`src/rtl/platform_scroll_scheduler.sv`:
```
// platform_scroll_scheduler
// Sequences the platform row store: after reset it lays out every row from
// TOP_Y downwards, then once per frame (on vblank_start) walks all rows,
// applies the latched scroll and recycles rows that dropped below the screen
// back to the top with a fresh activation mask. One row write per cycle.
// Optional feature: define DIFFICULTY_RAMP_EN to let the allowed run of empty
// recycled rows grow with the total number of recycled rows.
module platform_scroll_scheduler #(
  parameter int ROWS      = 31,
  parameter int COLS      = 3,
  parameter int ROW_PITCH = 30,
  parameter int TOP_Y     = -450,
  parameter int SCREEN_H  = 480,
  parameter int MAX_EMPTY = 2
) (
  input  logic                    clk,
  input  logic                    rst,
  input  logic                    vblank_start,
  input  logic [5:0]              scroll_px,
  input  logic [15:0]             rand_bits,
  output logic                    wr_en,
  output logic [$clog2(ROWS)-1:0] wr_row,
  output logic signed [10:0]      wr_y,
  output logic [COLS-1:0]         wr_active,
  output logic                    busy,
  output logic                    done,
  output logic                    overrun,
  output logic [15:0]             recycled_cnt
);

  localparam int RW = $clog2(ROWS);
  localparam logic [RW-1:0] LAST_ROW = RW'(ROWS - 1);
  localparam logic signed [11:0] SCREEN_H_S = 12'(SCREEN_H);
  localparam logic signed [11:0] WRAP_SPAN = 12'(ROWS * ROW_PITCH);
  localparam logic [COLS-1:0] ALL_ONES = {COLS{1'b1}};

  typedef enum logic [1:0] {
    ST_INIT = 2'd0,
    ST_IDLE = 2'd1,
    ST_SCAN = 2'd2,
    ST_DONE = 2'd3
  } state_t;

  state_t                 state_r;
  logic [RW-1:0]          cur_r;
  logic signed [10:0]     row_y_r [ROWS];
  logic [COLS-1:0]        row_act_r [ROWS];
  logic [2:0]             empty_run_r;
  logic [5:0]             scroll_r;

  logic signed [11:0]     sum_s;
  logic signed [11:0]     wrap_s;
  logic                   recycle_s;
  logic signed [10:0]     init_y_s;
  logic [2:0]             limit_s;
  logic [COLS+2:0]        act_s;
  logic [COLS-1:0]        act_mask_s;
  logic [2:0]             act_run_s;
  logic                   unused_rand_s;

  // ACT rule: returns {mask, next empty_run}. An all-zero draw is allowed
  // only while the empty run is below the limit; otherwise a single column
  // picked by rb[7:4] is forced on so the player always has a platform.
  function automatic logic [COLS+2:0] act_rule(input logic [15:0] rb,
                                               input logic [2:0]  run,
                                               input logic [2:0]  lim);
    logic [COLS-1:0] m;
    logic [3:0]      col;
    logic [COLS-1:0] one_hot;
    m       = rb[COLS-1:0];
    col     = 4'(rb[7:4] % 4'(COLS));
    one_hot = {{(COLS-1){1'b0}}, 1'b1} << col;
    if (m != {COLS{1'b0}}) begin
      return {m, 3'd0};
    end else if (run >= lim) begin
      return {one_hot, 3'd0};
    end else begin
      return {m, run + 3'd1};
    end
  endfunction

  // Upper random bits are not part of the ACT rule.
  assign unused_rand_s = ^rand_bits[15:8];

`ifdef DIFFICULTY_RAMP_EN
  logic [15:0] ramp_s;
  // Empty-run limit grows by one per 64 recycled rows, capped at +3.
  always_comb begin
    ramp_s = recycled_cnt >> 6;
    if (ramp_s > 16'd3) begin
      limit_s = 3'(MAX_EMPTY + 3);
    end else begin
      limit_s = 3'(MAX_EMPTY) + ramp_s[2:0];
    end
  end
`else
  // Constant empty-run limit.
  always_comb begin
    limit_s = 3'(MAX_EMPTY);
  end
`endif

  // Next-row arithmetic shared by INIT and SCAN.
  always_comb begin
    sum_s      = 12'(signed'({row_y_r[cur_r][10], row_y_r[cur_r]})) + signed'({6'd0, scroll_r});
    wrap_s     = sum_s - WRAP_SPAN;
    recycle_s  = (sum_s >= SCREEN_H_S);
    init_y_s   = 11'(TOP_Y + ROW_PITCH * int'(cur_r));
    act_s      = act_rule(rand_bits, empty_run_r, limit_s);
    act_mask_s = act_s[COLS+2:3];
    act_run_s  = act_s[2:0];
  end

  // Main FSM: row layout, frame scan, status and registered write port.
  always_ff @(posedge clk) begin
    if (rst) begin
      state_r      <= ST_INIT;
      cur_r        <= '0;
      wr_en        <= 1'b0;
      wr_row       <= '0;
      wr_y         <= 11'sd0;
      wr_active    <= '0;
      busy         <= 1'b1;
      done         <= 1'b0;
      overrun      <= 1'b0;
      recycled_cnt <= 16'd0;
      empty_run_r  <= 3'd0;
      scroll_r     <= 6'd0;
    end else begin
      wr_en <= 1'b0;
      done  <= 1'b0;
      if (vblank_start && (state_r != ST_IDLE)) begin
        overrun <= 1'b1;
      end
      case (state_r)
        ST_INIT: begin
          wr_en           <= 1'b1;
          wr_row          <= cur_r;
          wr_y            <= init_y_s;
          row_y_r[cur_r]  <= init_y_s;
          if (cur_r == LAST_ROW) begin
            wr_active        <= ALL_ONES;
            row_act_r[cur_r] <= ALL_ONES;
            empty_run_r      <= 3'd0;
            state_r          <= ST_IDLE;
          end else begin
            wr_active        <= act_mask_s;
            row_act_r[cur_r] <= act_mask_s;
            empty_run_r      <= act_run_s;
            cur_r            <= cur_r + 1'b1;
          end
        end
        ST_IDLE: begin
          busy <= 1'b0;
          if (vblank_start) begin
            scroll_r <= scroll_px;
            busy     <= 1'b1;
            cur_r    <= '0;
            if (scroll_px == 6'd0) begin
              state_r <= ST_DONE;
            end else begin
              state_r <= ST_SCAN;
            end
          end
        end
        ST_SCAN: begin
          wr_en  <= 1'b1;
          wr_row <= cur_r;
          if (recycle_s) begin
            wr_y             <= wrap_s[10:0];
            row_y_r[cur_r]   <= wrap_s[10:0];
            wr_active        <= act_mask_s;
            row_act_r[cur_r] <= act_mask_s;
            empty_run_r      <= act_run_s;
            if (recycled_cnt != 16'hFFFF) begin
              recycled_cnt <= recycled_cnt + 16'd1;
            end
          end else begin
            wr_y           <= sum_s[10:0];
            row_y_r[cur_r] <= sum_s[10:0];
            wr_active      <= row_act_r[cur_r];
          end
          if (cur_r == LAST_ROW) begin
            state_r <= ST_DONE;
          end else begin
            cur_r <= cur_r + 1'b1;
          end
        end
        ST_DONE: begin
          done    <= 1'b1;
          busy    <= 1'b0;
          state_r <= ST_IDLE;
        end
        default: begin
          state_r <= ST_INIT;
          cur_r   <= '0;
          busy    <= 1'b1;
        end
      endcase
    end
  end

endmodule

```
`config.mk`:
```
export PLATFORM = sky130hd
export DESIGN_NAME = platform_scroll_scheduler
export DESIGN_NICKNAME = d
export VERILOG_FILES = /design/src/rtl/platform_scroll_scheduler.sv
export SDC_FILE = /design/constraint.sdc
export NUM_CORES = 1
export LEC_CHECK = 0
export ABC_AREA = 1
export CORE_ASPECT_RATIO = 0.5
export CORE_MARGIN = 4
export CORE_UTILIZATION = 35
export CTS_CLUSTER_DIAMETER = 100
export DETAILED_ROUTE_END_ITERATION = 8
export DONT_BUFFER_PORTS = 1
export HOLD_SLACK_MARGIN = 0.12
export PLACE_DENSITY = 0.48
export SYNTH_ARGS = -nofsm -noshare
export SYNTH_HDL_FRONTEND = slang
export SYNTH_SLANG_ARGS = --single-unit
```
`constraint.sdc`:
```
create_clock -name clk -period 6.2 [get_ports clk]
set_input_delay 1.24 -clock clk [delete_from_list [all_inputs] [get_ports clk]]
set_output_delay 1.24 -clock clk [all_outputs]
set_load 0.01 [all_outputs]
```
# Word-level counts from Yosys, hierarchy flattened
# Memories as Yosys holds them, arrays and structs flattened. A register that Yosys moved wholly into a read port is not among the register bits.
# Index checks and enable logic that the tools add are counted.
word_totals:
  reg_bits: 55
  latchBits: 0
  ramBits: 434
  mem_bits_ro: 0
  inputBits: 25
  output_inout_bits: 39
  n_memories: 2
mem_list:
  columns: ["name", "words", "width", "rd", "rd_clocked_by_memory_dff", "wr", "line", "source"]
  rows:
  - ["row_y_r", 31, 11, 1, 1, 1, "46", "logic signed [10:0] row_y_r [ROWS];"]
  - ["row_act_r", 31, 3, 1, 1, 1, "47", "logic [COLS-1:0] row_act_r [ROWS];"]
classes:
  add_sub_neg: 6
  n_mul: 1
  div: 1
  order_cmp: 2
  eq_ne: 11
  shift: 1
  mux: 49
  bitwise: 4
  reduce_logical: 13
op_table:
  columns: ["op", "n"]
  rows:
  - ["$mux 11", 3]
  - ["$mux 5", 6]
  - ["$mux 1", 23]
  - ["$pmux 11 s2", 1]
  - ["$mux 3", 6]
  - ["$add 16x1->16 const B", 1]
  - ["$ne 16x16->1 const B", 1]
  - ["$add 11x7->12", 1]
  - ["$ge 12x10->1 const B", 1]
  - ["$mux 6", 2]
  - ["$pmux 3 s2", 2]
  - ["$add 10x11->11 const A", 1]
  - ["$sub 11x11->11 const B", 1]
  - ["$ne 2x2->1 const B", 5]
  - ["$pmux 5 s2", 1]
  - ["$mul 4x5->9 const A", 1]
  - ["$reduce_and 3->1", 3]
  - ["$pmux 2 s4", 1]
  - ["$logic_not 6->1", 1]
  - ["$mux 2", 3]
  - ["$reduce_bool 2->1", 3]
  - ["$add 5x1->5 const B", 1]
  - ["$eq 5x5->1 const B", 1]
  - ["$eq 2x2->1 const B", 2]
  - ["other kinds (13)", 17]

# Longest topological paths before layout
# Gate-level depths: netlist of run 1.
depth:
  ltp_word: 8
  depth_mapped: 33
  depth_no_buf: 29

# Worst setup path before layout of run 1
# OpenSTA, ideal clock, no wires.
synth_path:
  path_type: "register to register"
  startpoint: "register with a tool-made name"
  endpoint: "memory row_y_r[0][5], data pin"
  setup_ns: 0.372
  t_arrival_ns: 4.689
  required_ns: 5.828
  slack_ns: 1.140
  stages_incl_launch_ff: 31
  n_path_buf: 7
  synth_period_minus_slack_ns: 5.060
  path_cell_list: "dfxtp_1 > inv_2 > buf_4 > buf_2 > buf_2 > clkbuf_1 > clkbuf_1 > o21ai_0 > o22ai_1 > o21ai_0 > a21oi_1 > o21ai_0 > o21ai_0 > ha_1 > fa_1 > nand3_1 > nand2_1 > a21o_1 > nand2_1 > nand2_1 > nand3_1 > nor2_1 > nand3_1 > nand2_1 > nand2_1 > nand3_2 > buf_4 > nand3_2 > buf_4 > nand2_1 > a21oi_1"
synth_lines:
  columns: ["element", "line"]
  rows:
  - ["end, declared", "46"]

==> flow_metrics.env, run 1 <==
export IMPL_final_cell_mix="edfxtp_1 (434), nand2_1 (390), nor2_1 (270)"
export IMPL_yosysWarningCount=0
export IMPL_crit_fanout=36
export IMPL_r2r_slack_ns=0.64
export IMPL_diodes=0
export IMPL_outcome="completed"
export IMPL_initial_core_util=0.357
export IMPL_layout_commonest_cell="edfxtp_1"
export IMPL_grt_max_degree=82
export IMPL_synthTopCellsByArea="edfxtp_1 (59%), nand2_1 (6.7%), dfxtp_1 (5.5%)"
export IMPL_powerDensity_nw_per_um2=449
export IMPL_clockBufferDepth=3
export IMPL_routed_wirelength_um=61300
export IMPL_syn_num_nets=2142
export IMPL_p_leak_nw=8.65
export IMPL_first_pass_iters=5
export IMPL_drive_gt1_frac=0.0796
export IMPL_grt_ovfl_total=0
export IMPL_end_kind="register"
export IMPL_finalSetupViolCount=0
export IMPL_grt_pass1_wl_um=92400
export IMPL_clock_latency_ns=0.58
export IMPL_fin_crit_sh=0.897
export IMPL_ir_worst_vdd_mv=0.405
export IMPL_area_growth_synth_to_final_pct=11.1
export IMPL_grtUsageTotal=0.181
export IMPL_wire_per_inst_um=21.0
export IMPL_crit_type="reg -> reg"
export IMPL_cts_made_buffers=48
export IMPL_synth_edff_count=434
export IMPL_drc_errors=0
export IMPL_fp_dieW_um=362
export IMPL_fin_tns_setup_ns=0
export IMPL_hold_buffers=0
export IMPL_synth_simple_area_share=0.177
export IMPL_synth_top_family_by_area="simple AND/OR/NAND/NOR gates"
export IMPL_antenna_found_initial=1
export IMPL_grt_pass1_vias=14324
export IMPL_clkTransAtPathRegs_ns=0.06
export IMPL_syn_inst=2072
export IMPL_min_period_ns=5.56
export IMPL_synth_top_area_share=0.593
export IMPL_nNetsFinal=2138
export IMPL_hold_path_class="reg -> reg"
export IMPL_fmax_mhz=180
export IMPL_numPortBuffers=0
export IMPL_drv_slew=0
export IMPL_drt_iter0_markers=1350
export IMPL_gp_congestion=0.829
export IMPL_die_area_sq_um=67100
export IMPL_cts_tree="done"
export IMPL_cts_setup_buffers=0
export IMPL_async_reset_ff_frac=0
export IMPL_io_pins=64
export IMPL_cts_sinks=494
export IMPL_vias=15214
export IMPL_maxCapViolCount=0
export IMPL_post_dp_hpwl_um=38500
export IMPL_die_y_um=185
export IMPL_synth_compound_area_share=0.0924
export IMPL_rsz0062_at_grt="no"
export IMPL_worst_pin_slew_ns=1.24
export IMPL_detail_route_antenna_nets=0
export IMPL_layoutNonFillerInstCount=2922
export IMPL_fin_skew_ns=0.0163
export IMPL_netlist_area_sq_um=22000
export IMPL_arrival_ns=5.97
export IMPL_htree_num_levels=2
export IMPL_hold_violations=0
export IMPL_synth_mux_area_frac=0
export IMPL_cts_resized_gates=0
export IMPL_maxSlewHeadroom=0.175
export IMPL_yosysTopAreaCell="edfxtp_1"
export IMPL_cts_root_buf="clkbuf_16"
export IMPL_synth_avg_cell_area_sq_um=10.6
export IMPL_yosysSeqAreaShare=0.647
export IMPL_placeableCoreArea_sq_um=61700
export IMPL_cp_start_kind="register"
export IMPL_synth_cell_type_count=47
export IMPL_synth_xor_area_frac=0.0131
export IMPL_yosys_register_bits=494
export IMPL_num_rows=64
export IMPL_via_per_inst=5.21
export IMPL_place_inst=2843
export IMPL_synth_adder_area_share=0.0283
export IMPL_synth_main_ff_cell="edfxtp_1"
export IMPL_critPathRequiredTime_ns=6.61
==> where the power goes <==
part | leakage, nW | switching (mW) | total, mW | internal, mW
clock | 0.679 | 1.25 | 2.68 | 1.43
sequential | 4.36 | 0.144 | 4.47 | 4.33
combinational | 3.61 | 2.80 | 3.83 | 1.03
==> state kept, by name (all words and copies together) (netlist names), named ones only <==
name and flops:
row_act_r 93, busy 1, recycled_cnt 16, wr_active 3, empty_run_r 3, row_y_r 341
cur_r 5, wr_en 1, wr_row 5, wr_y 11, scroll_r 6, overrun 1
done 1, state_r 2
==> critical path: stages (launching register included) <==
cell	delay [ns]
dfxtp_4	0.51
buf_4	0.42
buf_4	0.48
a21oi_1	0.08
a221o_1	0.35
o21ai_0	0.11
a21oi_1	0.10
a32oi_1	0.39
ha_1	0.23
a21oi_1	0.08
o21a_1	0.17
o21ai_0	0.13
nand2_1	0.09
nand2_1	0.12
nand2_1	0.08
nor2_1	0.09
nand3_1	0.10
nand2_1	0.21
nand3_2	0.26
nand3_2	0.30
o22ai_1	0.15
nor2_2	0.58
buf_4	0.32
==> metal layers <==
metal	vias up	wire, um	GRT usage
met1	7487	30300	0.274
met2	372	26800	0.279
li1	7289	-	-
met5	-	0	0
met4	0	832	0.0303
met3	66	3410	0.0269
==> metrics by stage <==
stage / util / worst slack [ns] / power (mW) / instance area [sq um] / hold slack (ns)
floorplan: - / 1.14 / 7.01 / 22000 / 0.443
global route: 0.396 / 0.124 / 11.6 / 24400 / 0.518
detailed placement: 0.374 / 0.615 / 8.40 / 23100 / 0.472
CTS: 0.396 / 0.579 / 11.1 / 24400 / 0.486
finish: 0.396 / 0.642 / 11.0 / 24400 / 0.483
global placement: 0.374 / 0.622 / 8.39 / 23100 / 0.457
==> logic make-up (layout without fill, tap and decap cells) <==
family,count (synthesis),after routing
XOR/XNOR,33,33
flip-flops,494,494
AND/OR/NAND/NOR,927,927
buffers and inverters,218,243
AO/OA/AOI/OAI,355,355
adder cells (fa/ha/maj),45,45
==> synth_stat cells, drive strengths merged, types with 30 or more instances <==
library cell  number
o21ai            187
ha                37
o221ai            30
nand3            220
clkbuf            77
edfxtp           434
inv               89
nor2             278
nand2            394
a21oi             76
dfxtp             60
buf               49
==> final timing paths <==
path	cells after the start	from	end
worst min register to register	2	empty_run_r[2]	empty_run_r[2]
worst max-delay path	22	register	row_y_r[20][1]
worst max register to register	22	register	row_y_r[20][1]
worst min-delay path	2	empty_run_r[2]	empty_run_r[2]
==> cell type report <==
type / count / area (sq um)
clock buffers: 55 / 1250
well taps: 825 / 1030
flip-flops and latches: 494 / 14200
fillers: 6115 / 37200
inverters: 92 / 352
clock inverters: 24 / 123
repair buffers: 72 / 566
multi-input cells: 1360 / 6870
No activity file was read; power rests on OpenSTA's default activity.
==> run 2: changes to the inputs <==
- PLACE_DENSITY: 0.48 -> 0.58
==> run 2 against run 1 <==
Count of clock-buffer cells in the layout up 4. Maximum frequency up 1.9%. Register-to-register slack better by 0.10 ns. Cell count up 0.86%.
==> flow_metrics.env, run 2 (synthesis gave the netlist of run 1 again) <==
export IMPL_switchingPower_mw=4.29
export IMPL_via_per_inst=5.24
export IMPL_die_y_um=185
export IMPL_routed_wirelength_um=59200
export IMPL_fin_crit_sh=0.880
export IMPL_place_inst=2858
export IMPL_timing_final_ws_setup_ns=0.743
export IMPL_grt_max_degree=116
export IMPL_hold_buffers=0
export IMPL_area_growth_synth_to_final_pct=12.5
export IMPL_clockBufferDepth=3
export IMPL_antenna_found_initial=2
export IMPL_cp_start_kind="register"
export IMPL_htree_num_levels=2
export IMPL_worst_pin_slew_ns=1.16
export IMPL_grt_pass1_wl_um=89400
export IMPL_initial_core_util=0.357
export IMPL_num_rows=64
export IMPL_slowest_delay_ns=0.88
export IMPL_crit_chain="clkinv_2 > buf_4 > buf_4 > a21oi_1 > a221oi_1 > o21ai_0 > o21ai_0 > buf_4 > ha_1 > nand3_1 > o21ai_0 > nand2_1 > nand2_1 > nand2_1 > nor2_1 > nand3_1 > nand2_1 > nand3_2 > nand3_2 > o22ai_1 > nor2_2"
export IMPL_top_regs="row_y_r x341, row_act_r x93, recycled_cnt x16"
export IMPL_drt_iter0_markers=1633
export IMPL_cts_tree="done"
export IMPL_rsz0062_at_grt="no"
export IMPL_nNetsFinal=2153
export IMPL_detail_route_antenna_nets=0
export IMPL_wire_per_inst_um=20.1
export IMPL_total_power_mw=11.3
export IMPL_first_pass_iters=6
export IMPL_fmax_mhz=183
export IMPL_grt_pass1_vias=14640
export IMPL_power_frac_seq=0.395
export IMPL_largest_register="row_y_r"
export IMPL_p_int_mw=6.98
export IMPL_maxSlewHeadroom=0.220
export IMPL_netSwitchingFraction=0.381
export IMPL_vias=15429
export IMPL_fin_tns_setup_ns=0
export IMPL_die_area_sq_um=67100
export IMPL_clock_latency_ns=0.58
export IMPL_placeableCoreArea_sq_um=61700
export IMPL_hold_violations=0
export IMPL_powerDensity_nw_per_um2=456
export IMPL_cts_resized_gates=0
export IMPL_outcome="completed"
export IMPL_worst_path_most_repeated_cell="nand2_1"
export IMPL_cts_root_buf="clkbuf_16"
export IMPL_arrival_ns=5.67
export IMPL_power_share_clock=0.251
export IMPL_crit_type="reg -> reg"
export IMPL_cts_sinks=494
export IMPL_largest_reg_flops=341
export IMPL_post_dp_hpwl_um=37300
export IMPL_layout_commonest_cell="edfxtp_1"
export IMPL_cts_made_buffers=48
export IMPL_fp_dieW_um=362
export IMPL_final_cell_mix="edfxtp_1 (434), nand2_1 (390), nor2_1 (275)"
export IMPL_maxCapViolCount=0
export IMPL_cts_setup_buffers=0
export IMPL_crit_fanout=31
export IMPL_p_leak_nw=8.80
export IMPL_min_period_ns=5.46
export IMPL_clkTransAtPathRegs_ns=0.07
export IMPL_numPortBuffers=0
export IMPL_io_pins=64
export IMPL_critPathRequiredTime_ns=6.41
export IMPL_fin_skew_ns=0.0225
export IMPL_grt_ovfl_total=0
export IMPL_end_kind="register"
export IMPL_gp_congestion=0.867
export IMPL_grtUsageTotal=0.173
export IMPL_cp_slowest_cell="nor2_2"
export IMPL_drc_errors=0
export IMPL_r2r_cells=21
export IMPL_comb_power_share=0.355
export IMPL_drv_slew=0
export IMPL_ir_worst_vdd_mv=0.313
export IMPL_layoutNonFillerInstCount=2947
export IMPL_hold_depth=2
export IMPL_drive_gt1_frac=0.0863
export IMPL_pre_cts_ws_ns=0.807
export IMPL_hold_path_class="reg -> reg"
export IMPL_finalSetupViolCount=0
==> run 2: cell types whose count changed in the layout (fill, tap and decap cells not counted), moves of 2 or more <==
| cell | before | now |
|---|---|---|
| buf_4 | 70 | 81 |
| nor2_1 | 270 | 275 |
| nor2_2 | 7 | 2 |
| buf_12 | 2 | 6 |
| bufinv_16 | 0 | 2 |
| clkbuf_1 | 6 | 8 |
==> run 2: metal layers <==
| metal | up-vias | wire [um] | GRT usage |
|---|---|---|---|
| li1 | 7326 | - | - |
| met1 | 7509 | 27200 | 0.246 |
| met2 | 512 | 26500 | 0.273 |
| met3 | 78 | 4270 | 0.0344 |
| met4 | 4 | 1240 | 0.0426 |
| met5 | - | 24 | 0 |
==> run 2: layout make-up <==
class                           count  area (sq um)
Clock buffer                       59          1290
Inverter                           92           352
Antenna cell                        1          2.50
Fill cell                        5906         36900
Timing Repair Buffer               87           728
Clock inverter                     29           214
Sequential cell                   494         14200
Multi-Input combinational cell   1360          6860
Tap cell                          825          1030
==> run 2: path summary, 6_finish.rpt <==
kind	endpoint	from	slack, ns
setup / recovery	row_y_r[21][1]	register	0.74
hold / removal	empty_run_r[2]	empty_run_r[2]	0.48
setup reg to reg	row_y_r[21][1]	register	0.74
hold reg to reg	empty_run_r[2]	empty_run_r[2]	0.48
==> run 2: worst max-delay path: cells and delay by family, from the launching register on <==
| kind | cells | cell delay [ns] |
|---|---|---|
| and+or+nand+nor | 10 | 2.01 |
| AOI/OAI and AO/OA | 6 | 1.35 |
| buffers and inverters | 4 | 0.98 |
| DFF | 1 | 0.38 |
| adders and majority gates | 1 | 0.34 |
==> run 2: through the flow <==
step / instance area (sq um) / utilization / hold WS, ns
3_5_place_dp: 23200 / 0.377 / 0.466
6_report: 24700 / 0.401 / 0.485
4_1_cts: 24700 / 0.401 / 0.484
3_3_place_gp: 23200 / 0.377 / 0.457
2_1_floorplan: 22000 / - / 0.443
5_1_grt: 24700 / 0.401 / 0.516
==> run 2: power by group through the flow <==
stage,clock (mW),sequential [mW],combinational (mW)
6_report,2.83,4.45,4.00
5_1_grt,3.02,4.46,4.40
4_1_cts,2.88,4.45,3.96
3_5_place_dp,0,4.52,3.95
3_3_place_gp,0,4.52,3.91
2_1_floorplan,0,4.49,2.52
==> run 3: changes to the inputs <==
- ABC_AREA: 1 -> 0
==> run 3 against run 2 <==
Die area fell by 3.5%. Register-to-register slack worse by 0.47 ns. First-iteration DRC count shrank 18%. Synthesized cell count fell by 38%. Cell count fell by 26%. Combinational power is 4% lower. Maximum frequency fell by 8.0%. Hold slack worse by 0.024 ns. Non-clock buffer count shrank 31. Critical path type unchanged.
==> flow_metrics.env, run 3 <==
export IMPL_syn_num_nets=1351
export IMPL_drc_errors=0
export IMPL_clockBufferDepth=3
export IMPL_ir_worst_vdd_mv=0.320
export IMPL_min_period_ns=5.93
export IMPL_synth_cell_type_count=68
export IMPL_vias=11629
export IMPL_cts_tree="done"
export IMPL_worst_path_most_repeated_cell="mux4_2"
export IMPL_gp_congestion=0.834
export IMPL_cts_root_buf="clkbuf_16"
export IMPL_switchingPower_mw=3.91
export IMPL_nNetsFinal=1403
export IMPL_synth_main_ff_cell="edfxtp_1"
export IMPL_hold_violations=0
export IMPL_clkTransAtPathRegs_ns=0.07
export IMPL_p_leak_nw=7.67
export IMPL_largest_register="row_y_r"
export IMPL_maxSlewHeadroom=0.121
export IMPL_grt_pass1_wl_um=74500
export IMPL_synth_most_common_cell="edfxtp_1"
export IMPL_io_pins=64
export IMPL_num_rows=63
export IMPL_syn_inst=1281
export IMPL_holdCritStartpoint="scroll_r[0]"
export IMPL_yosysSeqAreaShare=0.672
export IMPL_crit_type="reg -> reg"
export IMPL_placeableCoreArea_sq_um=59600
export IMPL_powerDensity_nw_per_um2=466
export IMPL_drv_slew=0
export IMPL_hold_path_class="reg -> reg"
export IMPL_maxCapViolCount=0
export IMPL_area_growth_synth_to_final_pct=13.8
export IMPL_timing_final_ws_setup_ns=0.271
export IMPL_synth_common_cells="edfxtp_1 (434), mux4_2 (115), nor2_1 (108)"
export IMPL_worst_pin_slew_ns=1.31
export IMPL_async_reset_ff_frac=0
export IMPL_finalSetupViolCount=0
export IMPL_outcome="completed"
export IMPL_die_y_um=182
export IMPL_netSwitchingFraction=0.348
export IMPL_cp_start_kind="register"
export IMPL_p_int_mw=7.32
export IMPL_drt_iter0_markers=1333
export IMPL_via_per_inst=5.33
export IMPL_crit_fanout=17
export IMPL_fp_dieW_um=356
export IMPL_crit_chain="buf_12 > mux4_2 > mux4_2 > mux2_2 > fa_1 > a21o_1 > a21oi_1 > o21bai_1 > a21oi_2 > xor2_2 > a311oi_4 > nor4_2 > xnor2_2 > mux2i_4"
export IMPL_placed_cell_area_sq_um=22400
export IMPL_detail_route_antenna_nets=0
export IMPL_grt_max_degree=57
export IMPL_arrival_ns=6.18
export IMPL_cts_sinks=494
export IMPL_synthTopCellsByArea="edfxtp_1 (62%), mux4_2 (12%), dfxtp_1 (5.7%)"
export IMPL_clock_latency_ns=0.60
export IMPL_cp_slowest_cell="mux2i_4"
export IMPL_hold_buffers=0
export IMPL_top_regs="row_y_r x341, row_act_r x93, recycled_cnt x16"
export IMPL_routed_wirelength_um=51700
export IMPL_post_dp_hpwl_um=32900
export IMPL_yosysTopAreaCell="edfxtp_1"
export IMPL_numPortBuffers=0
export IMPL_end_kind="register"
export IMPL_netlist_area_sq_um=21200
export IMPL_fin_skew_ns=0.0350
export IMPL_cp_buffers_inverters=1
export IMPL_critPathRequiredTime_ns=6.46
export IMPL_fmax_mhz=169
export IMPL_initial_core_util=0.356
export IMPL_cts_made_buffers=47
export IMPL_layout_commonest_cell="edfxtp_1"
export IMPL_cp_top_family="multiplexers"
export IMPL_comb_power_share=0.343
export IMPL_yosysWarningCount=0
export IMPL_wire_per_inst_um=23.7
export IMPL_drive_gt1_frac=0.218
export IMPL_synth_avg_cell_area_sq_um=16.5
export IMPL_final_cell_mix="edfxtp_1 (434), mux4_2 (115), nor2_1 (108)"
export IMPL_largest_reg_flops=341
export IMPL_postLayoutCellArea_sq_um=24100
export IMPL_grt_pass1_vias=11790
export IMPL_power_frac_seq=0.408
export IMPL_grtUsageTotal=0.152
export IMPL_pre_cts_ws_ns=0.0564
export IMPL_synth_top_area_share=0.615
export IMPL_htree_num_levels=2
export IMPL_yosys_register_bits=494
export IMPL_power_share_clock=0.249
export IMPL_antenna_found_initial=1
export IMPL_fin_crit_sh=0.956
export IMPL_die_area_sq_um=64800
export IMPL_grt_ovfl_total=0
export IMPL_synth_edff_count=434
export IMPL_slowest_delay_ns=0.74
export IMPL_first_pass_iters=5
export IMPL_final_util=0.405
==> run 3: cell types whose count changed in the layout (fill, tap and decap cells not counted), sizes merged, moves of 16 or more <==
cell / delta
mux4: +115
mux2: +20
a21oi: -26
nand3: -207
nor2b: +17
mux2i: +43
o22ai: -16
nor2: -169
buf: -31
o21ai: -154
nand2: -312
inv: -58
o221ai: -30
==> run 3: metrics by stage <==
stage	power (mW)	hold slack, ns	instances	TNS (ns)
after floorplan	6.92	0.441	1281	0
after global placement	8.03	0.447	2089	0
after detailed placement	8.13	0.449	2089	0
after CTS	10.9	0.458	2174	0
after global routing	11.7	0.477	2181	-0.0648
final	11.2	0.460	2183	0
==> run 3: layout make-up <==
class | count | area [sq um]
multi-input cells | 704 | 6790
repair buffers | 56 | 458
diodes | 2 | 5.00
inverters | 30 | 113
clock buffers | 60 | 1230
clock inverters | 25 | 264
flip-flops and latches | 494 | 14200
well taps | 812 | 1020
fillers | 5396 | 35500
==> run 3: per-layer routing <==
layer  track usage  part of all wire
met5             0                 0
met4        0.0404             0.023
met3        0.0275             0.056
met2         0.265              0.50
met1         0.195              0.42
==> run 3: what timing repair did <==
item / CTS / global route
endpoints found under the setup margin: 0 / 345
resized for setup: 0 / 9
buffers inserted: 0 / 2
==> run 3: cell families (layout without fill, tap and decap cells) <==
logic type      after synthesis  after routing  share of synthesized area
flops                       494            494                      0.672
simple gates                292            292                     0.0658
mux                         174            178                      0.151
compound gates              156            157                     0.0491
buf+inv                      88            171                     0.0190
fa+ha+maj                    45             45                     0.0294
xor+xnor                     32             32                     0.0136
other cells                   0              2                          0
==> run 3: path summary, 6_finish.rpt <==
check,depth (start not counted),to,slack (ns)
worst min register to register,2,scroll_r[0],0.46
worst max register to register,14,row_y_r[15][4],0.27
worst max-delay path,14,row_y_r[15][4],0.27
worst min-delay path,2,scroll_r[0],0.46
==> run 3: worst reg2reg max path, delay by kind of cell (launching register included) <==
family	cells	cell delay (ns)
AOI/OAI and AO/OA	5	1.09
adders and majority gates	1	0.43
DFF	1	0.57
muxes	4	2.22
buffers and inverters	1	0.23
and+or+nand+nor	1	0.41
xor gates and xnor gates	2	0.66
==> run 3: power groups by stage <==
stage / Clock (mW) / Combinational, mW / Sequential, mW
2_1_floorplan: 0 / 2.41 / 4.51
5_1_grt: 3.01 / 4.12 / 4.60
3_5_place_dp: 0 / 3.45 / 4.68
4_1_cts: 2.86 / 3.47 / 4.61
6_report: 2.80 / 3.85 / 4.58
3_3_place_gp: 0 / 3.37 / 4.67
